<file path="src/rtl/adder32_rr_arbiter.sv">
// Round-robin arbiter that shares one 32-bit adder (a+b+cin) among NREQ requesters.
// Optional ADDER_ARB_OVF_EN adds a registered two's-complement overflow flag (rsp_ovf).
module adder32
  (input  logic [31:0] a,
   input  logic [31:0] b,
   input  logic        cin,
   output logic [31:0] sum,
   output logic        cout);

   assign {cout, sum} = {1'b0, a} + {1'b0, b} + {32'd0, cin};

endmodule

module adder32_rr_arbiter #(
   parameter int NREQ = 4,
   parameter int IDW  = 2
) (
   input  logic                clk,
   input  logic                rst,
   input  logic [NREQ-1:0]     req_valid,
   output logic [NREQ-1:0]     req_ready,
   input  logic [NREQ*32-1:0]  req_a,
   input  logic [NREQ*32-1:0]  req_b,
   input  logic [NREQ-1:0]     req_cin,
   output logic                rsp_valid,
   input  logic                rsp_ready,
   output logic [IDW-1:0]      rsp_id,
   output logic [31:0]         rsp_sum,
   output logic                rsp_carry
`ifdef ADDER_ARB_OVF_EN
  ,output logic                rsp_ovf
`endif
);

   typedef enum logic [1:0] {IDLE, EXEC, RESP} state_t;

   typedef struct packed {
      logic [31:0]    a;
      logic [31:0]    b;
      logic           cin;
      logic [IDW-1:0] id;
   } op_t;

   state_t                 state, state_nxt;
   op_t                    op;
   logic [IDW-1:0]         rr_ptr;
   logic [IDW-1:0]         idx;
   logic [IDW-1:0]         gnt_id;
   logic                   gnt_vld;
   logic                   take;
   logic [NREQ-1:0][31:0]  a_arr, b_arr;
   logic [31:0]            sum;
   logic                   cout;

   assign a_arr = req_a;
   assign b_arr = req_b;

   adder32 u_add (.a(op.a), .b(op.b), .cin(op.cin), .sum(sum), .cout(cout));

   // first valid requester scanning from rr_ptr upward, wrapping at NREQ
   always_comb begin
      gnt_vld = 1'b0;
      gnt_id  = '0;
      idx     = '0;
      for (int i = 0; i < NREQ; i++) begin
         idx = IDW'((int'(rr_ptr) + i) % NREQ);
         if (!gnt_vld && req_valid[idx]) begin
            gnt_vld = 1'b1;
            gnt_id  = idx;
         end
      end
   end

   always_comb begin
      state_nxt = state;
      req_ready = '0;
      take      = 1'b0;
      case (state)
         IDLE: if (gnt_vld && !rst) begin
            req_ready[gnt_id] = 1'b1;
            take              = 1'b1;
            state_nxt         = EXEC;
         end
         EXEC: state_nxt = RESP;
         RESP: if (rsp_valid && rsp_ready) state_nxt = IDLE;
         default: state_nxt = IDLE;
      endcase
   end

   always_ff @(posedge clk) begin
      if (rst) begin
         state     <= IDLE;
         rr_ptr    <= '0;
         op        <= '0;
         rsp_valid <= 1'b0;
         rsp_id    <= '0;
         rsp_sum   <= '0;
         rsp_carry <= 1'b0;
`ifdef ADDER_ARB_OVF_EN
         rsp_ovf   <= 1'b0;
`endif
      end else begin
         state <= state_nxt;
         if (take) begin
            op     <= '{a: a_arr[gnt_id], b: b_arr[gnt_id], cin: req_cin[gnt_id], id: gnt_id};
            rr_ptr <= (gnt_id == IDW'(NREQ-1)) ? '0 : gnt_id + IDW'(1);
         end
         if (state == EXEC) begin
            rsp_valid <= 1'b1;
            rsp_id    <= op.id;
            rsp_sum   <= sum;
            rsp_carry <= cout;
`ifdef ADDER_ARB_OVF_EN
            rsp_ovf   <= (op.a[31] == op.b[31]) && (sum[31] != op.a[31]);
`endif
         end
         if (state == RESP && rsp_ready) rsp_valid <= 1'b0;
      end
   end

endmodule

</file>
<file path="config.mk">
export PLATFORM = sky130hd
export DESIGN_NAME = adder32_rr_arbiter
export DESIGN_NICKNAME = d
export VERILOG_FILES = /design/src/rtl/adder32_rr_arbiter.sv
export SDC_FILE = /design/constraint.sdc
export NUM_CORES = 1
export LEC_CHECK = 0
export ABC_AREA = 0
export BUFFER_PORTS_ARGS = -buffer_cell sky130_fd_sc_hd__buf_2
export CAP_MARGIN = 25
export CORE_ASPECT_RATIO = 2
export CORE_MARGIN = 5
export CORE_UTILIZATION = 40
export CTS_BUF_LIST = sky130_fd_sc_hd__clkbuf_8
export DETAILED_ROUTE_END_ITERATION = 12
export HOLD_SLACK_MARGIN = 0.1
export MAX_ROUTING_LAYER = met4
export PLACE_DENSITY = 0.69
export REMOVE_ABC_BUFFERS = 1
export SYNTH_ARGS = -nofsm -noshare
export SYNTH_HDL_FRONTEND = slang
export SYNTH_SLANG_ARGS = --single-unit
</file>
<file path="constraint.sdc">
create_clock -name clk -period 3.5 [get_ports clk]
set_input_delay 0.35 -clock clk [delete_from_list [all_inputs] [get_ports clk]]
set_output_delay 0.35 -clock clk [all_outputs]
set_load 0.1 [all_outputs]
</file>
# Word-level counts from Yosys, hierarchy flattened
# Index checks and enable logic that the tools add are counted.
[classes]
reduce_logical = 14
n_mux = 32
magnitude_cmp = 6
n_eq_ne = 5
add_sub_neg = 6
[op_table]
columns = ["cell", "count"]
rows = [
  ["binary-select mux 32 bit (select 2 bit)", 2],
  ["2-to-1 mux 32 bit", 2],
  ["adder 32 x 32 -> 33 bit", 1],
  ["adder 33 x 1 -> 33 bit", 1],
  ["less-than comparator 2 x 3 -> 1 bit (second input constant)", 5],
  ["2-to-1 mux 2 bit", 7],
  ["2-to-1 mux 1 bit", 12],
  ["binary-select mux 1 bit (select 2 bit)", 5],
  ["2-to-1 mux 4 bit", 2],
  ["logical AND 1 bit", 7],
  ["one-hot mux 2 bit (3 select lines)", 1],
  ["adder 2 x 1 -> 2 bit (second input constant)", 2],
  ["adder 2 bit (second input constant)", 2],
  ["equality test 2 bit (second input constant)", 2],
  ["logical NOT 1 bit", 4],
  ["inequality test 2 bit (second input constant)", 2],
  ["demux 1 bit (select 2 bit)", 1],
  ["equality test 2 x 1 -> 1 bit (second input constant)", 1],
  ["greater-or-equal comparator 2 x 1 -> 1 bit (second input constant)", 1],
  ["logical NOT 2 bit", 1],
  ["AND reduction 2 bit", 1],
  ["OR reduction 2 bit", 1],
]
[totals]
reg_bits = 107
output_inout_bits = 40
wordCells = 73

# Logic depth before layout (Yosys ltp)
[depth]
depth_word = 18
mapped_depth = 9
mapped_depth_nobuf = 9

# Hierarchy
# Synthesis repeated with hierarchy kept, for this count alone.
[hier_totals]
cells_unflattened = 812
hier_area_um2 = 6952.9
[modules_own_cells]
columns = ["mod", "area_per_inst_um2", "cells_per_inst", "instances"]
rows = [
  ["adder32_rr_arbiter", 5213.8, 567, 1],
  ["adder32", 1739.2, 245, 1],
]

# Least setup slack after synthesis
# OpenSTA, ideal clock, no wires.
[synth_timing]
path_type = "register to output"
start = "register rr_ptr[0]"
end = "output port req_ready[0]"
t_arrival_ns = 2.376
path_buffers = 2
required_time_ns = 3.150
path_slack_ns = 0.774
stages_incl_launch_ff = 8
path_cell_list = "dfxtp_1 > nand2b_1 > nor2b_1 > o22ai_1 > buf_2 > buf_1 > ha_1 > and2_1"
[synth_between]
elab_chain_len = 18
elab_cells_between_ends = 33
[synth_rtl]
columns = ["item", "line", "text"]
rows = [
  ["start: declaration", "46", "logic [IDW-1:0] rr_ptr;"],
  ["start signal: assignment", "106", "rr_ptr <= (gnt_id == IDW'(NREQ-1)) ? '0 : gnt_id + IDW'(1);"],
  ["parallel branches: the longest is 16 deep, another holds less-than comparator 2 x 3 -> 1 bit", "n/a", ""],
  ["2-to-1 mux 4 bit (*)", "79", "IDLE: if (gnt_vld && !rst) begin"],
  ["2-to-1 mux 4 bit (*)", "78", "case (state)"],
  ["end: declaration", "21", "output logic [NREQ-1:0] req_ready,"],
]
# Every way passes the cells marked *. The select of a mux whose other input is x is not followed.

# Worst setup path in the final report
[layout_timing]
start = "register rr_ptr[0]"
end = "output port req_ready[1]"
# The elaborated chain is that of the path after synthesis.

==> impl_metrics.sql <==
INSERT INTO impl_metrics (metric_group, metric, value, unit) VALUES
('layout', 'seq_area', '2140', 'sq um'),
('placement', 'place.detailed.hpwl', '19500', 'um'),
('critical_path', 'critical-path-slowest-cell', 'dfxtp_1', ''),
('layout', 'syn2layout_area_growth', '24.1', '%'),
('pwr', 'p_seq_share', '36.0', '%'),
('placement', 'port_buffers', '306', ''),
('floorplanning', 'boundaryPins', '307', ''),
('synthesis', 'synth_warnings', '0', ''),
('layout', 'diodes', '0', ''),
('worst_hold_path', 'number_of_cells_traversed_by_the_worst_hold_path', '4', ''),
('pwr', 'pwr-share-comb', '43.2', '%'),
('global_routing', 'first_pass_grt_wire_length', '40200', 'um'),
('global_routing', 'grt_max_degree', '135', ''),
('clock_tree', 'cts_tree', 'built', ''),
('critical_path', 'cp_slowest_stage_delay', '0.47', 'ns'),
('sta', 'unrepaired_setup_endpoints_after_global_routing', 'no', ''),
('clock_tree', 'cts.sinks', '107', ''),
('synthesis', 'cell_area_after_synthesis', '7700', 'sq um'),
('critical_path', 'crit_path_start_kind', 'register', ''),
('pwr', 'peakVddDrop', '233', 'uV'),
('drt', 'dr_total_vias', '8530', ''),
('clock_tree', 'post_cts.resized_instances', '0', ''),
('critical_path', 'path_delay_family', 'buffers and inverters', ''),
('job', 'maxCapViolations', '0', ''),
('synthesis', 'netlist.top_cell.by_area', 'dfxtp_1', ''),
('clock_tree', 'cts_inserted_buffers', '9', ''),
('sta', 'fin_hold_ws', '0.279', 'ns'),
('drt', 'wire_length_per_cell', '16.3', 'um'),
('layout', 'multi_input_area', '5110', 'sq um'),
('layout', 'nFillCells', '1954', ''),
('pwr', 'p_sw', '1700', 'uW'),
('pwr', 'total_leakage_power', '0.00420', 'uW'),
('clock_tree', 'worstSkewPairLatency', '0.39', 'ns'),
('pwr', 'power.internal', '2290', 'uW'),
('clock_tree', 'cts_buffer_depth', '2', ''),
('clock_tree', 'post_cts_buffers', '0', ''),
('layout', 'drive_above_1_share', '26.7', '%'),
('critical_path', 'crit_buf_inv', '2', ''),
('sta', 'period_needed', '3.07', 'ns'),
('critical_path', 'crit-reg2reg-launch', 'op[3]', ''),
('synthesis', 'ys_ff_latch', '107', ''),
('sta', 'setup_viol_count_final', '0', ''),
('critical_path', 'timing.critical_path.arrival', '2.72', 'ns'),
('synthesis', 'ys_top_cells_by_area', 'dfxtp_1 (28%), nand2_1 (13%), a311o_1 (8.6%), a21oi_1 (8.0%), a211oi_1 (7.1%)', ''),
('drt', 'via_per_inst', '5.48', ''),
('critical_path', 'criticalPathCategory', 'reg2out', ''),
('synthesis', 'post-synth-top-area-fraction', '27.8', '%'),
('floorplanning', 'die-width', '108', 'um'),
('sta', 'post-route-period-util', '87.6', '%'),
('critical_path', 'worst_r2r_path_cells', '9', ''),
('pwr', 'power.clock.fraction', '20.8', '%'),
('placement', 'finalWeightedCongestion', '0.896', ''),
('run_status', 'status', 'finished clean', ''),
('critical_path', 'critical_path_cell_count', '7', ''),
('synthesis', 'synth.cells.most_frequent', 'nand2_1 (264), a21oi_1 (123), dfxtp_1 (107)', ''),
('drt', 'residual_drc', '0', ''),
('critical_path', 'endpoint_kind', 'output port', ''),
('sta', 'finClkSkew', '0.0171', 'ns'),
('layout', 'fin_nets', '1601', ''),
('global_routing', 'initial_antenna_violation_count', '0', ''),
('floorplanning', 'initial_utilization', '40.7', '%'),
('pwr', 'power-per-cell-area', '417', 'nW/um^2'),
('drt', 'antenna_left', '0', ''),
('critical_path', 'crit_fanout', '132', ''),
('synthesis', 'average_size_of_a_mapped_cell', '7.33', 'sq um'),
('clock_tree', 'cts-htree-levels', '3', ''),
('clock_tree', 'cts.hold.buffers_added', '0', ''),
('worst_hold_path', 'worst_hold_startpoint', 'rsp_ready', ''),
('floorplanning', 'coreArea', '18900', 'sq um'),
('drt', 'first_pass_iters', '4', ''),
('synthesis', 'synth_async_sr_flop_share', '0', '%');
-- final cells by class --
| type | instances | share of cell area (%) |
|---|---|---|
| multi-input cells | 846 | 53.5 |
| flip-flops and latches | 107 | 22.4 |
| repair buffers | 318 | 17.8 |
| well taps | 255 | 3.34 |
| clock buffers | 9 | 1.30 |
| clock inverters | 7 | 0.982 |
| inverters | 15 | 0.616 |
-- cells in the final DEF, fill, tap and decap left out, types with 7 or more instances in the layout --
master / Yosys / layout
a211oi_1: 73 / 73
a21o_1: 12 / 12
a21oi_1: 123 / 123
a311o_1: 66 / 66
a31oi_1: 8 / 8
and2_1: 70 / 70
buf_2: 17 / 303
buf_4: 0 / 9
clkbuf_8: 0 / 9
dfxtp_1: 107 / 107
ha_1: 35 / 35
inv_1: 13 / 13
nand2_1: 264 / 264
nand3_1: 17 / 17
nand4_1: 9 / 9
nor2_1: 37 / 37
nor3_1: 10 / 10
o211ai_1: 9 / 9
o21ai_0: 26 / 26
or3_1: 7 / 7
xnor2_1: 9 / 9
-- power groups by stage --
| stage | combinational (uW) | sequential, uW | clock, uW |
|---|---|---|---|
| final | 1720 | 1430 | 830 |
| after global routing | 1910 | 1450 | 908 |
| after CTS | 1740 | 1440 | 862 |
| after detailed placement | 1730 | 1460 | 0 |
| after global placement | 1710 | 1460 | 0 |
| after floorplan | 984 | 1700 | 0 |
-- cells by family (layout without fill, tap and decap cells) --
logic type | count (synthesis) | count (layout) | synth area share, %
compound gates | 346 | 346 | 31.5
xor+xnor | 14 | 14 | 1.59
fa+ha+maj | 37 | 37 | 6.21
buf+inv | 97 | 349 | 6.03
flops | 107 | 107 | 27.8
mux | 4 | 4 | 0.520
simple gates | 445 | 445 | 26.3
-- flip-flops by register name, indices dropped and copies added, names as in the netlist --
signal     flops
rr_ptr         2
state          2
rsp_sum       32
rsp_id         2
rsp_valid      1
op            67
rsp_carry      1
-- routing by layer --
layer	track usage, %	up-vias	share of wire, %	routed length [um]
met5	-	-	0	0
met4	9.71	0	3.9	986
met3	2.66	58	4.1	1040
met2	43.2	225	55	14000
met1	23.3	3966	37	9380
li1	-	4281	-	-
-- worst paths after layout --
kind,slack (ns),to
worst max-delay path,0.43,req_ready[1]
worst min register to register,0.46,rsp_sum[4]
worst min-delay path,0.28,state[1]
worst max register to register,0.69,rsp_sum[28]
-- through the flow --
stage	TNS (ns)	setup slack (ns)	instance area, sq um	util [%]	instances
detailed placement	0	0.708	9330	49.3	1541
global route	0	0.252	9550	50.5	1557
finish	0	0.434	9550	50.5	1557
CTS	0	0.392	9550	50.5	1557
global placement	0	0.727	9330	49.3	1541
floorplan	-189.80	-3.59	7290	-	968
-- worst min-delay path: cells and delay by family --
kind            cells  cell delay, ns
compound gates      1            0.06
simple gates        2            0.13
buf+inv             1            0.09
Note: power is estimated with default switching activity, not from simulation.
